<file path="src/rtl/reg_cmd_master.sv">
// rtl/reg_cmd_master.sv - UART command-frame initiator for the register file
//
// Frames arriving on the RX byte stream are parsed and turned into register
// accesses:
//   write frame : WR_CMD, address, data -> one-cycle WrEn
//   read frame  : RD_CMD, address       -> one-cycle RdEn, read byte returned on TX
// Illegal opcodes, out-of-range addresses and bytes that arrive while an
// access is in flight are dropped and flagged with a one-cycle frame_err.
//
// Optional build macro: REG_CMD_TIMEOUT_EN
//   When defined, a 16-bit counter aborts frames stalled in WR_ADDR, WR_DATA,
//   RD_ADDR or RD_WAIT after TIMEOUT_CYCLES idle cycles (frame_err, no strobe).
//   When undefined those states wait indefinitely.
//
// Ports:
//   clk, rst       - clock, synchronous active-high reset
//   rx_data        - received byte, qualified by rx_valid
//   rx_valid       - one-cycle strobe per received byte
//   address        - register address, stable from latch until frame returns to IDLE
//   WrEn / RdEn    - one-cycle register write / read strobes (never together)
//   WrData         - register write data
//   RdData         - register read data, qualified by RdData_Valid
//   RdData_Valid   - read data valid from register file
//   tx_data        - response byte to UART TX, held after tx_valid
//   tx_valid       - one-cycle strobe, never asserted while tx_busy is high
//   tx_busy        - UART TX busy
//   frame_err      - one-cycle pulse on a dropped or illegal byte/frame
//   busy           - high whenever the frame FSM is not IDLE

module reg_cmd_master #(
    parameter int width_data    = 8,
    parameter int width_address = 4,
    parameter int num_registers = 16,
    parameter logic [width_data-1:0] WR_CMD = 8'hAA,
    parameter logic [width_data-1:0] RD_CMD = 8'hBB
`ifdef REG_CMD_TIMEOUT_EN
    ,
    parameter logic [15:0] TIMEOUT_CYCLES = 16'd50000
`endif
) (
    input  logic                     clk,
    input  logic                     rst,
    input  logic [width_data-1:0]    rx_data,
    input  logic                     rx_valid,
    output logic [width_address-1:0] address,
    output logic                     WrEn,
    output logic                     RdEn,
    output logic [width_data-1:0]    WrData,
    input  logic [width_data-1:0]    RdData,
    input  logic                     RdData_Valid,
    output logic [width_data-1:0]    tx_data,
    output logic                     tx_valid,
    input  logic                     tx_busy,
    output logic                     frame_err,
    output logic                     busy
);

    typedef enum logic [2:0] {
        IDLE     = 3'd0,
        WR_ADDR  = 3'd1,
        WR_DATA  = 3'd2,
        WR_ISSUE = 3'd3,
        RD_ADDR  = 3'd4,
        RD_ISSUE = 3'd5,
        RD_WAIT  = 3'd6,
        TX_SEND  = 3'd7
    } state_t;

    // One extra bit so the range compare cannot wrap for any byte value.
    localparam logic [width_data:0] reg_limit = (width_data + 1)'(num_registers);

    state_t                   state;
    state_t                   state_next;
    logic [width_address-1:0] address_q;
    logic [width_data-1:0]    wr_data_q;
    logic [width_data-1:0]    tx_data_q;
    logic                     frame_err_q;

    logic                     err_next;
    logic                     addr_latch;
    logic                     wr_latch;
    logic                     tx_latch;
    logic                     addr_illegal;
    logic                     timeout_hit;

    assign addr_illegal = ({1'b0, rx_data} >= reg_limit);

`ifdef REG_CMD_TIMEOUT_EN
    logic [15:0] timer;
    logic        timed_state;

    assign timed_state = (state == WR_ADDR) || (state == WR_DATA) ||
                         (state == RD_ADDR) || (state == RD_WAIT);

    // A byte arriving this cycle counts as activity, so it pre-empts the abort.
    assign timeout_hit = timed_state && !rx_valid && (timer == TIMEOUT_CYCLES);

    // Restart on every state change (covers entry) and every received byte.
    always_ff @(posedge clk) begin
        if (rst || !timed_state || rx_valid || (state_next != state)) begin
            timer <= '0;
        end else begin
            timer <= timer + 16'd1;
        end
    end
`else
    assign timeout_hit = 1'b0;
`endif

    always_ff @(posedge clk) begin
        if (rst) begin
            state       <= IDLE;
            address_q   <= '0;
            wr_data_q   <= '0;
            tx_data_q   <= '0;
            frame_err_q <= 1'b0;
        end else begin
            state       <= state_next;
            frame_err_q <= err_next;
            if (addr_latch) begin
                address_q <= rx_data[width_address-1:0];
            end
            if (wr_latch) begin
                wr_data_q <= rx_data;
            end
            if (tx_latch) begin
                tx_data_q <= RdData;
            end
        end
    end

    always_comb begin
        state_next = state;
        err_next   = 1'b0;
        addr_latch = 1'b0;
        wr_latch   = 1'b0;
        tx_latch   = 1'b0;

        case (state)
            IDLE: begin
                if (rx_valid) begin
                    if (rx_data == WR_CMD) begin
                        state_next = WR_ADDR;
                    end else if (rx_data == RD_CMD) begin
                        state_next = RD_ADDR;
                    end else begin
                        err_next = 1'b1;
                    end
                end
            end
            WR_ADDR, RD_ADDR: begin
                if (rx_valid) begin
                    if (addr_illegal) begin
                        err_next   = 1'b1;
                        state_next = IDLE;
                    end else begin
                        addr_latch = 1'b1;
                        state_next = (state == WR_ADDR) ? WR_DATA : RD_ISSUE;
                    end
                end
            end
            WR_DATA: begin
                if (rx_valid) begin
                    wr_latch   = 1'b1;
                    state_next = WR_ISSUE;
                end
            end
            WR_ISSUE: begin
                err_next   = rx_valid;
                state_next = IDLE;
            end
            RD_ISSUE: begin
                err_next   = rx_valid;
                state_next = RD_WAIT;
            end
            RD_WAIT: begin
                err_next = rx_valid;
                if (RdData_Valid) begin
                    tx_latch   = 1'b1;
                    state_next = TX_SEND;
                end
            end
            TX_SEND: begin
                err_next = rx_valid;
                if (!tx_busy) begin
                    state_next = IDLE;
                end
            end
            default: begin
                state_next = IDLE;
            end
        endcase

        // A stalled frame is abandoned without issuing any access.
        if (timeout_hit) begin
            state_next = IDLE;
            err_next   = 1'b1;
            addr_latch = 1'b0;
            wr_latch   = 1'b0;
            tx_latch   = 1'b0;
        end
    end

    // Outputs are forced low while rst is asserted, including the first
    // reset cycle before the synchronous clear has taken effect.
    assign WrEn      = !rst && (state == WR_ISSUE);
    assign RdEn      = !rst && (state == RD_ISSUE);
    assign tx_valid  = !rst && (state == TX_SEND) && !tx_busy;
    assign busy      = !rst && (state != IDLE);
    assign frame_err = !rst && frame_err_q;
    assign address   = rst ? '0 : address_q;
    assign WrData    = rst ? '0 : wr_data_q;
    assign tx_data   = rst ? '0 : tx_data_q;

endmodule

</file>
<file path="config.mk">
export PLATFORM = sky130hd
export DESIGN_NAME = reg_cmd_master
export DESIGN_NICKNAME = d
export VERILOG_FILES = /design/src/rtl/reg_cmd_master.sv
export SDC_FILE = /design/constraint.sdc
export NUM_CORES = 1
export LEC_CHECK = 0
export ABC_AREA = 1
export BUFFER_PORTS_ARGS = -buffer_cell sky130_fd_sc_hd__buf_4
export CAP_MARGIN = 10
export CORE_AREA = 5 5 58 60
export CTS_CLUSTER_SIZE = 8
export DETAILED_ROUTE_END_ITERATION = 7
export DIE_AREA = 0 0 63 65
export HOLD_SLACK_MARGIN = 0.1
export PLACE_DENSITY = 0.8
export SETUP_SLACK_MARGIN = 0.1
export SYNTH_ARGS = -nofsm -noshare
export SYNTH_HDL_FRONTEND = slang
export SYNTH_SLANG_ARGS = --single-unit
</file>
<file path="constraint.sdc">
create_clock -name clk -period 1.4 [get_ports clk]
set_input_delay 0.35 -clock clk [delete_from_list [all_inputs] [get_ports clk]]
set_output_delay 0.35 -clock clk [all_outputs]
set_load 0.005 [all_outputs]
</file>
==> results.txt, run 1 <==
----------------------------------------------------
[Die]
  Die Width ... 63 um
  Number of cell rows ... 20
  Boundary Pins ... 46
  Height of the chip ... about 65 um
  Initial Util ... 45.04%
  Core ar. ... 2878 sq um
  Area enclosed by the die boundary ... around 4100 sq um

[Detailed routing]
  Average via count per standard cell ... between 4 and 5
  Wire length per cell after detailed routing ... approximately 12 um
  Final routed wirelength across all metal layers ... about 3.5 mm
  Initial DRC Count ... 63
  TritonRoute pass-1 iters ... 4
  Detail Route Antenna Nets ... 0
  DRC errors left ... 0
  Vias after detailed routing ... 1442

[Clock network]
  Clock root cell ... sky130_fd_sc_hd__clkbuf_4
  H-tree depth reported by CTS ... 1
  Hold bufs inserted after CTS ... 0
  Sinks on Clock Net ... 24
  Clk_lat worst skew ... ~0.31 ns
  CTS Buf Count ... 3
  Maximum clock path buffer count ... 2
  Clock transition at the register clock pins on the worst setup and hold paths after CTS ... between 0.1 and 0.15 ns
  Clock tree from TritonCTS ... yes

[STA]
  Fin. Hold Viols ... 0
  Total of endpoints with negative setup slack in the final report ... 4
  Final Skew ... 0.009010 ns
  Part of the cycle the worst path needs ... 107.2%
  Max-slew headroom ... between 80 and 90%
  Final hold slack ... roughly 0.28 ns
  Max-slew violation count ... 0
  Setup tns final ... -0.3021 ns
  Actual slew at the worst max-slew pin ... roughly 0.26 ns
  Unrepaired setup endpoints after global routing ... yes
  Highest achievable clock rate ... 666.3 MHz
  Min cycle time layout ... between 1.5 and 2 ns
  Setup WS post-layout ... -0.1007 ns

[Finish]
  Layout cells sized above 1 ... a little under half
  Utilization after layout ... around 70%
  Total of fill cells in the finished design ... around 260
  Area occupied by registers ... 500.5 sq um
  Antenna diode count ... 0
  Final net count ... 286
  Area of the multi-input gates ... roughly 780 sq um
  Area growth syn-to-layout ... 53.67%

[Global routing]
  Initial antenna violation count ... 0
  Vias in the first global route ... about 1300
  Total congestion overflow ... 0
  Wire length of the first global-routing pass ... 5.485 mm
  Pin count of the biggest net entering global routing ... 17
  GRT Total Usage ... 16.35%

[Flow run]
  Max-cap violation count ... 0

[Logic synthesis]
  Cell variety after synth ... 22
  Adder-cell share of the synthesized area ... 0%
  Number of instances in the synthesized netlist ... around 200
  Post-synthesis sequential element count ... 24
  Area fraction in compound gates after synthesis ... between 15 and 20%
  Average cell area after synthesis ... between 6 and 7 sq um
  Combined area of all synthesized cells ... between 1000 and 1500 sq um
  Xor and xnor fraction of the mapped netlist area ... 0%
  Dominant combinational cell family by area after synthesis ... simple AND/OR/NAND/NOR gates
  Simple-gate area share of the yosys netlist ... slightly above 30%
  Number of nets in the synthesized netlist ... about 230
  Seq/Total Area, Yosys ... a little under two fifths
  Multiplexer fraction of the synthesized cell area ... 0%
  Syn. warnings ... 0

[Worst hold path]
  Worst Hold Path Cells ... 3
  Start point of the worst hold path ... RdData[1]
  Kind of path behind the tightest hold check ... in2reg
  Hold Path End ... tx_data_q[1]

[Worst setup path]
  Arrival time at the worst endpoint ... between 1 and 1.5 ns
  Setup crit start ... state[2]
  Required time of the critical path ... roughly 1.1 ns
  R2r worst-path depth ... 8
  Critical register-to-register path startpoint ... state[1]
  Category of the worst setup path capture point ... output pin
  Crit path cell chain ... buf_6 > nor2_4 > nor2_2 > buf_4
  Maximum fanout encountered on the critical timing path ... 5
  Critical path's top delay family ... flip-flops
  Endpoint of the worst-slack reg-to-reg timing path ... state[0]
  Max stage delay on crit path ... about 0.39 ns
  Kind of launch point of the worst setup path ... register
  Slowest-stage cell, CP ... sky130_fd_sc_hd__dfxtp_4
  Type of the worst setup path ... reg2out
  WP buf/inv ... 2
  Internal reg-to-reg setup slack ... roughly 0.01 ns

[Pwr]
  Sw frac ... approximately 40%
  Internal power ... around 1500 uW
  Clock network fraction of total power ... about 15%
  Comb power frac ... ~50%
  Leakage power ... slightly above 0.0009 uW
  Switching power total ... ~980 uW
  Fraction of power consumed by sequential logic ... 35.5%
  Worst vdd rail ir drop ... approximately 1.0 mV
  P per Cell Area ... approximately 1200 nW/um^2

[Run status]
  Run status ... complete, but fails checks
  Violated checks ... setup timing

[Placed design]
  Gpl congestion ... 0.9057
  Number of port buffers ... between 40 and 50
  Placed wire-length estimate after detailed placement ... about 2.4 mm

----------------------------------------------------
-- repair_timing --
action,CTS,global route
setup endpoints to repair,10,34
gates resized for setup,21,47
hold endpoints to repair,0,0
pin swaps,11,14
setup buffers,5,8
-- kinds of logic after synthesis --
kind of cell,after synthesis
AND/OR/NAND/NOR,91
AO/OA/AOI/OAI,49
flip-flops,24
buffers and inverters,40
-- Yosys cell counts --
library cell / instances / area, sq um
sky130_fd_sc_hd__o211ai_1: 1 / 7.510
sky130_fd_sc_hd__buf_2: 1 / 5.000
sky130_fd_sc_hd__nor3_1: 1 / 5.000
sky130_fd_sc_hd__inv_2: 2 / 7.510
sky130_fd_sc_hd__nor2_4: 1 / 11.26
sky130_fd_sc_hd__clkbuf_2: 1 / 5.000
sky130_fd_sc_hd__nand3_2: 2 / 20.02
sky130_fd_sc_hd__inv_1: 30 / 112.6
sky130_fd_sc_hd__nand4_1: 1 / 6.260
sky130_fd_sc_hd__nor2_2: 2 / 12.51
sky130_fd_sc_hd__nand2_2: 6 / 37.54
sky130_fd_sc_hd__clkbuf_1: 4 / 15.01
sky130_fd_sc_hd__nand3_1: 7 / 35.03
sky130_fd_sc_hd__buf_6: 2 / 22.52
sky130_fd_sc_hd__nor2_1: 42 / 157.7
sky130_fd_sc_hd__nor4_1: 1 / 6.260
sky130_fd_sc_hd__o21ai_2: 1 / 8.760
sky130_fd_sc_hd__nand2_1: 28 / 105.1
sky130_fd_sc_hd__a21oi_1: 24 / 120.1
sky130_fd_sc_hd__o21ai_0: 19 / 95.09
sky130_fd_sc_hd__o21ai_1: 4 / 20.02
sky130_fd_sc_hd__dfxtp_1: 24 / 480.5
-- metrics by stage --
stage / power, uW / cells / setup WS [ns] / cell area [sq um]
global route: 2656 / 297 / -0.1587 / 1992
detailed placement: 1689 / 280 / 0.06184 / 1673
CTS: 2256 / 289 / -0.09901 / 1810
floorplan: 1460 / 204 / 0.08689 / 1296
global placement: 1680 / 280 / 0.08735 / 1673
finish: 2476 / 297 / -0.1007 / 1992
-- routing by layer --
layer / vias to the layer above / wire, um / global-route usage [%]
met2: 29 / 1822 / 28.08
li1: 762 / - / -
met5: - / 0 / 0
met1: 646 / 1526 / 20.21
met3: 5 / 148 / 2.773
met4: 0 / 38 / 6.366
-- cells in the final DEF (no fill, tap or decap) --
| master | count |
|---|---|
| sky130_fd_sc_hd__nand3_1 | 6 |
| sky130_fd_sc_hd__nor4_4 | 1 |
| sky130_fd_sc_hd__clkbuf_8 | 1 |
| sky130_fd_sc_hd__a21oi_1 | 24 |
| sky130_fd_sc_hd__buf_12 | 1 |
| sky130_fd_sc_hd__o21ai_0 | 10 |
| sky130_fd_sc_hd__dfxtp_4 | 3 |
| sky130_fd_sc_hd__o21ai_1 | 9 |
| sky130_fd_sc_hd__o211ai_1 | 1 |
| sky130_fd_sc_hd__dfxtp_2 | 7 |
| sky130_fd_sc_hd__inv_2 | 6 |
| sky130_fd_sc_hd__buf_4 | 58 |
| sky130_fd_sc_hd__dfxtp_1 | 14 |
| sky130_fd_sc_hd__nor2_1 | 32 |
| sky130_fd_sc_hd__nand3_2 | 1 |
| sky130_fd_sc_hd__nor3_2 | 1 |
| sky130_fd_sc_hd__nand2_2 | 6 |
| sky130_fd_sc_hd__nand2_4 | 4 |
| sky130_fd_sc_hd__clkbuf_4 | 4 |
| sky130_fd_sc_hd__inv_4 | 1 |
| sky130_fd_sc_hd__nand4_1 | 1 |
| sky130_fd_sc_hd__nor2_2 | 8 |
| sky130_fd_sc_hd__buf_6 | 4 |
| sky130_fd_sc_hd__nand3_4 | 2 |
| sky130_fd_sc_hd__nand2_1 | 24 |
| sky130_fd_sc_hd__nor2_4 | 5 |
| sky130_fd_sc_hd__inv_6 | 1 |
| sky130_fd_sc_hd__o21ai_2 | 5 |
| sky130_fd_sc_hd__inv_1 | 24 |
-- state kept, by name, indices dropped and copies added, names as in the netlist --
signal and cells:
frame_err_q 1, state 3, address_q 4, wr_data_q 8
tx_data_q 8
-- power by group through the flow --
| stage | sequential, uW | combinational [uW] | clock (uW) |
|---|---|---|---|
| after detailed placement | 850 | 839 | 0 |
| final | 879 | 1230 | 366 |
| after floorplan | 839 | 621 | 0 |
| after CTS | 856 | 1030 | 374 |
| after global routing | 891 | 1360 | 404 |
| after global placement | 849 | 831 | 0 |
-- worst reg2reg max path: cells and delay by family (launching register included) --
kind | cells | cell delay [ns]
compound gates | 2 | 0.31
buf+inv | 2 | 0.18
flops | 1 | 0.41
simple gates | 4 | 0.39
-- area by class of cell --
type,count,share of cell area (%)
well taps,33,2.073
clock buffers,4,1.822
repair buffers,64,25.50
flip-flops and latches,24,25.13
inverters,32,6.407
multi-input cells,140,39.07
-- worst max-delay path by stage --
stage	end	slack (ns)	depth (start not counted)
floorplan	WrData[0]	0.09	3
global placement	wr_data_q[2]	0.09	6
detailed placement	wr_data_q[2]	0.06	6
CTS	tx_valid	-0.1	3
global route	tx_valid	-0.16	3
finish	busy	-0.10	4
(Power assumes the default switching activity.)
==> run 2, diff against run 1 <==
--- a/config.mk
+++ b/config.mk
@@ -5,13 +5,12 @@
 export SDC_FILE = /design/constraint.sdc
 export NUM_CORES = 1
 export LEC_CHECK = 0
-export ABC_AREA = 1
-export BUFFER_PORTS_ARGS = -buffer_cell sky130_fd_sc_hd__buf_4
+export BUFFER_PORTS_ARGS = -buffer_cell sky130_fd_sc_hd__buf_2
 export CAP_MARGIN = 10
-export CORE_AREA = 5 5 58 60
+export CORE_AREA = 2 2 54 56
 export CTS_CLUSTER_SIZE = 8
 export DETAILED_ROUTE_END_ITERATION = 7
-export DIE_AREA = 0 0 63 65
+export DIE_AREA = 0 0 56 58
 export HOLD_SLACK_MARGIN = 0.1
 export PLACE_DENSITY = 0.8
 export SETUP_SLACK_MARGIN = 0.1
==> run 2 against run 1 <==
Against the previous run:
- the flow still finishes with violations (setup timing)
- clock power is essentially flat
- via count decreased by 2.0%
- sequential power fell by 6.0%
- critical endpoint unchanged
==> results.txt, run 2 <==
----------------------------------------------------
[Run status]
  Run status ... complete, but fails checks
  Violated checks ... setup timing

[Global routing]
  Pin count of the biggest net entering global routing ... 17 (unchanged)
  Total congestion overflow ... 0 (unchanged)
  GRT Total Usage ... 24.27% (+7.9 points)
  Wire length of the first global-routing pass ... 6.189 mm (+13%)
  Vias in the first global route ... 1350 (+6.5%)
  Initial antenna violation count ... 0 (unchanged)

[Pwr]
  Fraction of power consumed by sequential logic ... 32.8% (-2.7 points)
  Switching power total ... 854.8 uW (-13%)
  Internal power ... 1668 uW (+12%)
  Worst vdd rail ir drop ... 0.9376 mV (-7.2%)
  Leakage power ... 0.0008892 uW (-1.8%)
  P per Cell Area ... 1247 nW/um^2 (+0.32%)
  Comb power frac ... 52.7% (+3.0 points)
  Clock network fraction of total power ... 14.5% (-0.3 points)
  Sw frac ... 33.88% (-5.8 points)

[Finish]
  Final net count ... 249 (-13%)
  Most frequent cells in the layout ... sky130_fd_sc_hd__buf_2 (44), sky130_fd_sc_hd__buf_4 (27), sky130_fd_sc_hd__nand2_1 (18), sky130_fd_sc_hd__nor2b_1 (14)
  Layout cells sized above 1 ... 57.27% (+12 points)
  Area growth syn-to-layout ... 64.33%
  Commonest non-fill, non-tap cell in the layout ... sky130_fd_sc_hd__buf_2
  Antenna diode count ... 0 (unchanged)
  Largest registers in the final layout ... tx_data_q (8), wr_data_q (8), address_q (4)
  Layout Cell Area excl Fill ... 2023 sq um (+1.6%)

[Worst setup path]
  Internal reg-to-reg setup slack ... -0.14 ns (-0.15 ns)
  Arrival time at the worst endpoint ... 1.22 ns (+0.07 ns)
  Required time of the critical path ... 1.05 ns (about the same)
  Type of the worst setup path ... reg2out
  Maximum fanout encountered on the critical timing path ... 5 (unchanged)
  Kind of launch point of the worst setup path ... register
  Category of the worst setup path capture point ... output pin

[Logic synthesis]
  Combined area of all synthesized cells ... 1231 sq um (-5.0%)
  Most numerous cell in the Yosys netlist ... sky130_fd_sc_hd__dfxtp_1
  Top_reg_cell synth ... sky130_fd_sc_hd__dfxtp_1
  Dominant cells by area after synthesis ... sky130_fd_sc_hd__dfxtp_1 (39%), sky130_fd_sc_hd__nor2b_1 (11%), sky130_fd_sc_hd__mux2i_1 (7.3%)
  Syn. warnings ... 0 (unchanged)
  Number of nets in the synthesized netlist ... 171 (-24%)
  Cell variety after synth ... 33 (+50%)
  Largest area contributor in the netlist ... sky130_fd_sc_hd__dfxtp_1
  Synth async-reset ratio ... 0% (unchanged)
  Number of instances in the synthesized netlist ... 150 (-26%)
  Seq/Total Area, Yosys ... 39.02% (+2.0 points)
  Top cell type's share of synthesized area ... 39.02% (+2.0 points)
  Post-synthesis sequential element count ... 24 (unchanged)
  Average cell area after synthesis ... 8.208 sq um (+29%)
  Synth top cells by count ... sky130_fd_sc_hd__dfxtp_1 (24), sky130_fd_sc_hd__nor2b_1 (22), sky130_fd_sc_hd__nand2_1 (19)
  Number of enable-type register cells in the synthesized netlist ... 0 (unchanged)

[Detailed routing]
  Average via count per standard cell ... 5.477 (+13%)
  TritonRoute pass-1 iters ... 4 (unchanged)
  DRC errors left ... 0 (unchanged)
  Vias after detailed routing ... 1413 (-2.0%)
  Detail Route Antenna Nets ... 0 (unchanged)
  Initial DRC Count ... 60 (-4.8%)
  Wire length per cell after detailed routing ... 16.99 um (+43%)
  Final routed wirelength across all metal layers ... 4.383 mm (+24%)

[Clock network]
  Maximum clock path buffer count ... 2 (unchanged)
  Clock tree from TritonCTS ... yes
  CTS Buf Count ... 3 (unchanged)
  Clock root cell ... sky130_fd_sc_hd__clkbuf_4
  Sinks on Clock Net ... 24 (unchanged)
  Hold bufs inserted after CTS ... 0 (unchanged)
  H-tree depth reported by CTS ... 1 (unchanged)
  Clk_lat worst skew ... 0.32 ns (about the same)
  Clock transition at the register clock pins on the worst setup and hold paths after CTS ... 0.13 ns (about the same)

[STA]
  Highest achievable clock rate ... 635.6 MHz (-4.6%)
  Setup WS post-layout ... -0.1734 ns (-0.07264 ns)
  Min cycle time layout ... 1.573 ns (+0.07264 ns)
  Fin. Hold Viols ... 0 (unchanged)
  Max-slew violation count ... 0 (unchanged)
  Unrepaired setup endpoints after global routing ... yes
  Actual slew at the worst max-slew pin ... 0.3312 ns (+0.07462 ns)
  Final Skew ... 0.009792 ns (+0.0007822 ns)
  Total of endpoints with negative setup slack in the final report ... 10 (+6)
  Part of the cycle the worst path needs ... 112.4% (+5.2 points)
  Max-slew headroom ... 77.72% (-5.1 points)

[Die]
  Height of the chip ... 58 um (-11%)
  Number of cell rows ... 19 (-5.0%)
  Core ar. ... 2663 sq um (-7.5%)
  Area enclosed by the die boundary ... 3248 sq um (-21%)
  Die Width ... 56 um (-11%)
  Boundary Pins ... 46 (unchanged)
  Initial Util ... 46.24% (+1.2 points)

[Placed design]
  Placed wire-length estimate after detailed placement ... 2.544 mm (+8.1%)
  Cell area after placement ... 1629 sq um (-2.6%)
  Number of port buffers ... 45 (unchanged)
  Gpl congestion ... 0.8834 (-2.5%)
  Setup WS pre-CTS ... -0.1683 ns (-0.2301 ns)

[Worst hold path]
  Kind of path behind the tightest hold check ... in2reg

[Flow run]
  Max-cap violation count ... 0 (unchanged)

----------------------------------------------------
[run 2: cell count changes after synthesis, moves of 3 or more]
cell                      previous run  this run
sky130_fd_sc_hd__a21oi_1            24        12
sky130_fd_sc_hd__buf_2               1         4
sky130_fd_sc_hd__inv_1              30         2
sky130_fd_sc_hd__mux2i_1             0         9
sky130_fd_sc_hd__nand2_1            28        19
sky130_fd_sc_hd__nand2_2             6         0
sky130_fd_sc_hd__nand3_1             7         4
sky130_fd_sc_hd__nor2_1             42        13
sky130_fd_sc_hd__nor2b_1             0        22
sky130_fd_sc_hd__nor3_1              1         5
sky130_fd_sc_hd__o21ai_0            19         2
sky130_fd_sc_hd__o21ai_1             4         0
sky130_fd_sc_hd__o22a_1              0         4
[run 2: worst paths after layout]
check,from,to,depth (start not counted)
setup / recovery,state[2],busy,4
hold / removal,RdData[5],tx_data_q[5],3
setup reg to reg,state[2],state[0],6
hold reg to reg,tx_data_q[7],tx_data_q[7],2
[run 2: cell families after synthesis]
kind of cell	synth area share, %
buffers and inverters	4.776
AND/OR/NAND/NOR	32.93
AO/OA/AOI/OAI	14.53
flip-flops	39.02
XOR/XNOR	1.423
multiplexers	7.317
[run 2: what timing repair did]
action                     in CTS  in global routing
cloned                          0                  0
pin swaps                      11                 16
setup endpoints to repair      29                 43
resized for setup              31                 29
buffers inserted               12                  9
[run 2: area by class of cell]
type                    count  area (sq um)
clock buffers               4         36.28
fillers                   176         639.4
inverters                   2         10.01
multi-input cells         112         830.8
flip-flops and latches     24         505.5
well taps                  31         38.79
repair buffers             85         601.8
[run 2: layer usage]
layer | GRT usage (%) | share of wire (%) | vias up
met3 | 4.018 | 3.8 | 21
met5 | 0 | 0 | -
met2 | 47.90 | 54 | 55
met1 | 25.63 | 38 | 670
li1 | - | - | 667
met4 | 9.184 | 4.7 | 0
[run 2: stage by stage]
| step | hold slack, ns | std cells | setup TNS (ns) | utilization, % | power, uW |
|---|---|---|---|---|---|
| floorplan | 0.4318 | 150 | 0 | - | 1266 |
| CTS | 0.2569 | 250 | -0.7053 | 70.49 | 2229 |
| global route | 0.2458 | 258 | -1.731 | 75.99 | 2631 |
| global placement | 0.4381 | 234 | -0.4113 | 61.18 | 1488 |
| finish | 0.2530 | 258 | -1.103 | 75.99 | 2523 |
| detailed placement | 0.4414 | 234 | -1.041 | 61.18 | 1520 |
[run 2: power groups by stage]
stage / combinational (uW) / clock, uW / sequential, uW
finish: 1330 / 367 / 826
global route: 1400 / 393 / 833
CTS: 1050 / 368 / 810
detailed placement: 691 / 0 / 829
global placement: 663 / 0 / 825
floorplan: 476 / 0 / 789
[run 2: worst max-delay path: stages (launching register included)]
cell and delay (ns):
sky130_fd_sc_hd__dfxtp_4 0.39, sky130_fd_sc_hd__buf_6 0.14, sky130_fd_sc_hd__nor3_4 0.17, sky130_fd_sc_hd__nor2_1 0.07, sky130_fd_sc_hd__buf_2 0.12
